## config.mk

```make
export PLATFORM = sky130hd
export DESIGN_NAME = lcd_8080_capture
export DESIGN_NICKNAME = d
export VERILOG_FILES = /design/src/rtl/lcd_8080_capture.sv
export SDC_FILE = /design/constraint.sdc
export NUM_CORES = 1
export LEC_CHECK = 0
export CAP_MARGIN = 20
export CORE_ASPECT_RATIO = 0.8
export CORE_MARGIN = 2
export CORE_UTILIZATION = 60
export DETAILED_ROUTE_END_ITERATION = 7
export GPL_ROUTABILITY_DRIVEN = 0
export HOLD_SLACK_MARGIN = 0.08
export PLACE_DENSITY_LB_ADDON = 0.15
export SYNTH_ARGS = -nofsm -noshare
export SYNTH_HDL_FRONTEND = slang
export SYNTH_SLANG_ARGS = --single-unit
```

## constraint.sdc

```tcl
create_clock -name clk -period 3.7 [get_ports clk]
set_clock_uncertainty 0.15 [all_clocks]
set_input_delay 0.37 -clock clk [delete_from_list [all_inputs] [get_ports clk]]
set_output_delay 0.37 -clock clk [all_outputs]
set_load 0.01 [all_outputs]
```

## src/rtl/lcd_8080_capture.sv

```systemverilog
// lcd_8080_capture
//
// Passive monitor for an 8080-style LCD write bus carrying an ILI9341-style
// command stream. Bus signals are synchronised into the clk domain. A word is
// taken on each rising edge of the write strobe. Column/page window commands
// are decoded and the current pixel coordinate is tracked. Every memory-write
// data word is queued, with its (x, y) position, in a show-ahead FIFO that
// feeds a ready/valid pixel stream.
//
// Ports:
//   clk, reset_n            clock and asynchronous active-low reset
//   lcd_d_c_n               0 = command word, 1 = data word (asynchronous)
//   lcd_wr_n                write strobe, word taken on its rising edge
//   lcd_data[15:0]          bus data
//   pix_valid/pix_ready     pixel stream handshake (FIFO head)
//   pix_x[8:0], pix_y[8:0]  head pixel column / page
//   pix_data[15:0]          head pixel RGB565 word
//   cmd_strobe              one-cycle pulse per received command word
//   cmd_code[7:0]           last command code received
//   overflow                sticky flag, a pixel was dropped on a full FIFO
//   clr_overflow            synchronous clear of overflow (a set wins)

module lcd_8080_capture #(
    parameter int unsigned FIFO_DEPTH = 16,
    parameter int unsigned X_MAX      = 239,
    parameter int unsigned Y_MAX      = 319
) (
    input  logic        clk,
    input  logic        reset_n,
    input  logic        lcd_d_c_n,
    input  logic        lcd_wr_n,
    input  logic [15:0] lcd_data,
    output logic        pix_valid,
    input  logic        pix_ready,
    output logic [8:0]  pix_x,
    output logic [8:0]  pix_y,
    output logic [15:0] pix_data,
    output logic        cmd_strobe,
    output logic [7:0]  cmd_code,
    output logic        overflow,
    input  logic        clr_overflow
);

    localparam int unsigned AW      = (FIFO_DEPTH > 1) ? $clog2(FIFO_DEPTH) : 1;
    localparam logic [AW:0]   DEPTH_C = (AW + 1)'(FIFO_DEPTH);
    localparam logic [AW:0]   CNT_ONE = (AW + 1)'(1);
    localparam logic [AW-1:0] PTR_ONE = AW'(1);
    localparam logic [8:0]    EC_RST  = 9'(X_MAX);
    localparam logic [8:0]    EP_RST  = 9'(Y_MAX);

    typedef enum logic [2:0] {
        ST_IDLE,
        ST_CASET,
        ST_PASET,
        ST_RAMWR,
        ST_OTHER
    } state_t;

    // Bus synchroniser and strobe edge detector
    logic        wr_s1_q, wr_s2_q, wr_s3_q;
    logic        dc_s1_q, dc_s2_q;
    logic [15:0] data_s1_q, data_s2_q;

    // Decoder state, address window and current coordinate
    state_t      state_q;
    logic [1:0]  byte_cnt_q;
    logic        st_hi_q;
    logic [7:0]  st_lo_q;
    logic        end_hi_q;
    logic [8:0]  sc_q, ec_q, sp_q, ep_q;
    logic [8:0]  x_q, y_q;
    logic [8:0]  x_d, y_d;
    logic        cmd_strobe_q;
    logic [7:0]  cmd_code_q;

    // Pixel FIFO
    logic [33:0]   mem_q [FIFO_DEPTH];
    logic [AW-1:0] wr_ptr_q, rd_ptr_q;
    logic [AW:0]   count_q;
    logic          overflow_q;

    logic word_ev, cmd_ev, data_ev;
    logic push_req, push_ok, pop;
    logic [8:0] win_start, win_end;

    // The wr_n stages reset high so that leaving reset never looks like a
    // rising strobe edge. Data and d/c are used from stage 2, aligned with
    // the edge detected between stages 2 and 3.
    always_ff @(posedge clk or negedge reset_n) begin
        if (!reset_n) begin
            wr_s1_q   <= 1'b1;
            wr_s2_q   <= 1'b1;
            wr_s3_q   <= 1'b1;
            dc_s1_q   <= 1'b0;
            dc_s2_q   <= 1'b0;
            data_s1_q <= 16'h0000;
            data_s2_q <= 16'h0000;
        end else begin
            wr_s1_q   <= lcd_wr_n;
            wr_s2_q   <= wr_s1_q;
            wr_s3_q   <= wr_s2_q;
            dc_s1_q   <= lcd_d_c_n;
            dc_s2_q   <= dc_s1_q;
            data_s1_q <= lcd_data;
            data_s2_q <= data_s1_q;
        end
    end

    assign word_ev  = wr_s2_q & ~wr_s3_q;
    assign cmd_ev   = word_ev & ~dc_s2_q;
    assign data_ev  = word_ev & dc_s2_q;
    assign push_req = data_ev && (state_q == ST_RAMWR);
    assign pop      = pix_valid && pix_ready;
    // Fullness is judged on the occupancy before any pop in the same cycle.
    assign push_ok  = push_req && (count_q != DEPTH_C);

    // Only the low 9 bits of each 16-bit window bound are kept.
    assign win_start = {st_hi_q, st_lo_q};
    assign win_end   = {end_hi_q, data_s2_q[7:0]};

    // Raster advance: wrap to the window start column at or past the end
    // column, and wrap the page the same way. A start beyond the end makes
    // every step wrap.
    always_comb begin
        x_d = x_q;
        y_d = y_q;
        if (x_q >= ec_q) begin
            x_d = sc_q;
            y_d = (y_q >= ep_q) ? sp_q : (y_q + 9'd1);
        end else begin
            x_d = x_q + 9'd1;
        end
    end

    // Command decoder. Any command word aborts whatever parameter collection
    // or memory write was in progress. Window registers only change when a
    // full four-byte parameter set has arrived.
    always_ff @(posedge clk or negedge reset_n) begin
        if (!reset_n) begin
            state_q      <= ST_IDLE;
            byte_cnt_q   <= 2'd0;
            st_hi_q      <= 1'b0;
            st_lo_q      <= 8'h00;
            end_hi_q     <= 1'b0;
            sc_q         <= 9'd0;
            ec_q         <= EC_RST;
            sp_q         <= 9'd0;
            ep_q         <= EP_RST;
            x_q          <= 9'd0;
            y_q          <= 9'd0;
            cmd_strobe_q <= 1'b0;
            cmd_code_q   <= 8'h00;
        end else begin
            cmd_strobe_q <= 1'b0;
            if (cmd_ev) begin
                cmd_strobe_q <= 1'b1;
                cmd_code_q   <= data_s2_q[7:0];
                byte_cnt_q   <= 2'd0;
                case (data_s2_q[7:0])
                    8'h2A: state_q <= ST_CASET;
                    8'h2B: state_q <= ST_PASET;
                    8'h2C: begin
                        state_q <= ST_RAMWR;
                        x_q     <= sc_q;
                        y_q     <= sp_q;
                    end
                    default: state_q <= ST_OTHER;
                endcase
            end else if (data_ev) begin
                case (state_q)
                    ST_CASET, ST_PASET: begin
                        byte_cnt_q <= byte_cnt_q + 2'd1;
                        case (byte_cnt_q)
                            2'd0: st_hi_q  <= data_s2_q[0];
                            2'd1: st_lo_q  <= data_s2_q[7:0];
                            2'd2: end_hi_q <= data_s2_q[0];
                            default: begin
                                if (state_q == ST_CASET) begin
                                    sc_q <= win_start;
                                    ec_q <= win_end;
                                end else begin
                                    sp_q <= win_start;
                                    ep_q <= win_end;
                                end
                                state_q <= ST_IDLE;
                            end
                        endcase
                    end
                    ST_RAMWR: begin
                        // Coordinates advance even when the FIFO drops the word.
                        x_q <= x_d;
                        y_q <= y_d;
                    end
                    default: ;
                endcase
            end
        end
    end

    // Show-ahead pixel FIFO with a sticky overflow flag. The storage is reset
    // so that the head outputs read zero after reset.
    always_ff @(posedge clk or negedge reset_n) begin
        if (!reset_n) begin
            for (int i = 0; i < int'(FIFO_DEPTH); i++) begin
                mem_q[i] <= 34'd0;
            end
            wr_ptr_q   <= '0;
            rd_ptr_q   <= '0;
            count_q    <= '0;
            overflow_q <= 1'b0;
        end else begin
            if (push_ok) begin
                mem_q[wr_ptr_q] <= {x_q, y_q, data_s2_q};
                wr_ptr_q        <= wr_ptr_q + PTR_ONE;
            end
            if (pop) begin
                rd_ptr_q <= rd_ptr_q + PTR_ONE;
            end
            case ({push_ok, pop})
                2'b10:   count_q <= count_q + CNT_ONE;
                2'b01:   count_q <= count_q - CNT_ONE;
                default: count_q <= count_q;
            endcase
            if (push_req && !push_ok) begin
                overflow_q <= 1'b1;
            end else if (clr_overflow) begin
                overflow_q <= 1'b0;
            end
        end
    end

    assign pix_valid  = (count_q != '0);
    assign pix_x      = mem_q[rd_ptr_q][33:25];
    assign pix_y      = mem_q[rd_ptr_q][24:16];
    assign pix_data   = mem_q[rd_ptr_q][15:0];
    assign cmd_strobe = cmd_strobe_q;
    assign cmd_code   = cmd_code_q;
    assign overflow   = overflow_q;

endmodule

```

==> metrics.cfg <==
[status]
status = completed

[worst_hold_path]
timing.hold.worst.class = flop to flop
min_path_cells = 0
min_to = data_s2_q[3]
min-delay-start = data_s1_q[3]

[placed_design]
port_buffers = 66
dpl-instance-area_um2 = 31500
place_hpwl_um = 41400

[sta]
tns_ns = 0
setup_viol = 0
period_share_pct = 97.3
grt_setup_unrepaired = no
tightestPinTransition_ns = 0.839
drv_slew = 0
final_hold_viol_count = 0
fmax_ghz = 0.278
fin_crit_ns = 3.60
slew_headroom_pct = 44.0

[yosys]
yosysMostFrequentCell = dfrtp_1
synth_area_um2 = 30000
yosys.area.top_type_share_pct = 54.8
syn_area_per_cell_um2 = 14.5
ys_ff_latch = 673
yosysWarnings = 0
synth_area_leaders = dfrtp_1 55%, mux4_2 13%, mux2_1 7.9%, mux2_2 6.2%, nand2_1 2.6%
synthTopCellsByCount = 656 x dfrtp_1, 209 x mux2_1, 209 x nand2_1
synth.distinct_cells = 62
synthCells = 2066
synth_nets = 2122
ys.flop_type = dfrtp_1
synth_largest_area_cell = dfrtp_1
async_flop_share_pct = 100
ys_seq_area_share_pct = 56.3
synth-edff-count = 0

[worst_setup_path]
crit_type = flop to output pin
slowest_stage = mux4_2
arrival_ns = 3.08
worstReg2RegStart = wr_s2_q
worst-r2r-setup-slack_ns = 0.65
start_kind = flop
worstPathMaxFanout = 10
slowest_delay_ns = 0.51
critPathCaptureType = output pin
timing.critical_path.required_ns = 3.18
cp_common_cell = mux4_2
r2r-end = mem_q[94]
path_cells = buf_4, bufbuf_16, mux4_2, mux4_2, clkdlybuf4s50_1
reg2reg_depth = 7

[global_routing]
use_met1_pct = 43.1
busiest_layer = met2
grt_pass1_wl_um = 113000
met3_usage_pct = 6.05
grt-ovfl-total = 0
grt_max_degree = 101
antenna_found_initial = 2
grt_use_total_pct = 29.1
grt_use_met2_pct = 43.7
grt_pass1_vias = 18700

[power]
p_int_uw = 13200
swShare_pct = 25.4
clkPwrFrac_pct = 41.2
netSwitchingPower_uw = 4490
power_uw = 17600
power_frac_seq_pct = 43.7
ir_worst_vdd_uv = 412
combPwrFrac_pct = 15.0
p_leak_uw = 0.0162
powerDensity_nw_per_um2 = 516

[cts]
htreeDepth = 3
cts_buffers = 67
numClockSinks = 673
cts_tree = built
insertion_delay_ns = 0.60
clock-root-buffer = clkbuf_16
clk_path_buf_depth = 3
clk_pin_slew_ns = 0.06

[die]
die_x_um = 254
io_pins = 67
die_y_um = 204
std_cell_rows = 73
core_um2 = 49500
initial_core_util_pct = 60.5
die-area_um2 = 51800

[drt]
via_per_inst = 6.19
ant_nets = 0
drc = 0
drtIter0Drc = 1489
wl_um = 70800
routedWlPerCell_um = 24.8
routed-via-count = 17700
first_pass_iters = 5

[final_layout]
area_delta_synth_final_pct = 14.1
diodes = 0
fillers = 3408
fin_nets = 2185
drive_above_1_share_pct = 28.1
stdcell_area_um2 = 34200

[flow_run]
drv_cap = 0

final cells by class:
| type | count | area [µm²] | share of cell area [%] |
|---|---|---|---|
| Clock buffer | 100 | 2070 | 6.05 |
| Clock inverter | 20 | 304 | 0.889 |
| Inverter | 42 | 158 | 0.461 |
| Multi-Input combinational cell | 1183 | 12200 | 35.7 |
| Sequential cell | 673 | 16900 | 49.3 |
| Tap cell | 675 | 845 | 2.47 |
| Timing Repair Buffer | 162 | 1760 | 5.15 |
per-stage QoR:
stage	std cells	setup WS, ns	hold slack [ns]	utilization, %
after global placement	2710	0.614	0.182	63.7
after global routing	2855	0.00514	0.202	69.1
after floorplan	2066	0.897	-0.0756	-
after detailed placement	2710	0.581	0.185	63.7
after CTS	2854	0.0433	0.192	69.0
final	2855	0.0981	0.197	69.1
per-layer routing:
layer / vias up / wire [µm]
li1: 7629 / -
met1: 9381 / 32100
met2: 537 / 32200
met3: 137 / 4590
met4: 0 / 1970
met5: - / 0
how the worst max path moves through the flow:
stage,start,endpoint,slack (ns),cells past startpoint
final,rd_ptr_q[0],pix_y[2],0.1,5
after global routing,rd_ptr_q[0],pix_data[5],0.005,4
after CTS,rd_ptr_q[0],pix_data[7],0.04,4
after detailed placement,rd_ptr_q[1],pix_y[1],0.58,4
after global placement,rd_ptr_q[1],pix_y[1],0.61,4
after floorplan,count_q[1],count_q[4],0.90,11
critical path: cells and delay by family, from the launching register on:
kind	cells	cell delay [ns]
buf+inv	3	1.00
flops	1	0.48
mux	2	1.01
cells in the final DEF, fill, tap and decap left out, types with 6 or more instances in the layout:
cell / netlist / routed
buf_12: 0 / 19
mux4_2: 170 / 170
mux2i_1: 9 / 9
nand3_1: 9 / 9
nand3_4: 12 / 12
nor2_1: 17 / 17
o21ai_1: 135 / 135
clkbuf_1: 103 / 13
buf_4: 1 / 54
clkbuf_8: 0 / 14
nand2_1: 209 / 209
inv_1: 42 / 42
ha_1: 33 / 33
dlygate4sd3_1: 0 / 19
mux2_1: 209 / 209
o21ai_0: 67 / 67
a22oi_1: 6 / 6
clkbuf_16: 0 / 74
a21oi_1: 8 / 8
bufinv_16: 0 / 8
dfstp_2: 17 / 17
xnor2_1: 10 / 10
clkinv_2: 0 / 11
nand4_1: 6 / 6
dfrtp_1: 656 / 652
mux2_2: 165 / 165
clkdlybuf4s50_1: 0 / 62
mux2_4: 48 / 48
cell families after synthesis:
kind of cell | after synthesis | synth area share [%]
AO/OA/AOI/OAI | 251 | 4.62
XOR/XNOR | 13 | 0.380
adder cells (fa/ha/maj) | 34 | 1.44
buffers and inverters | 210 | 3.05
flip-flops | 673 | 56.3
multiplexers | 601 | 29.5
AND/OR/NAND/NOR | 284 | 4.72
repair_timing:
| action | 4_1_cts | 5_1_grt |
|---|---|---|
| hold buffers | 19 | 0 |
| setup endpoints to repair | 20 | 4 |
| endpoints found under the hold margin | 95 | 0 |
| cloned | 1 | 1 |
| setup buffers | 4 | 0 |
| resized for setup | 1 | 4 |
power groups by stage:
| stage | clock network, µW | logic [µW] | registers [µW] |
|---|---|---|---|
| floorplan | 0 | 1780 | 7660 |
| global placement | 0 | 2400 | 7890 |
| detailed placement | 0 | 2450 | 7900 |
| CTS | 7370 | 2650 | 7720 |
| global route | 7700 | 2850 | 7730 |
| finish | 7270 | 2650 | 7720 |
sequential cells by signal (all words and copies together), names as in the netlist, 2 cells and up:
name,flops
byte_cnt_q,2
rd_ptr_q,4
st_lo_q,8
mem_q,544
count_q,5
ec_q,9
state_q,3
wr_ptr_q,4
x_q,9
y_q,9
cmd_code,8
data_s1_q,16
sc_q,9
data_s2_q,16
ep_q,9
sp_q,9
Power figures use the tool's default switching activity.
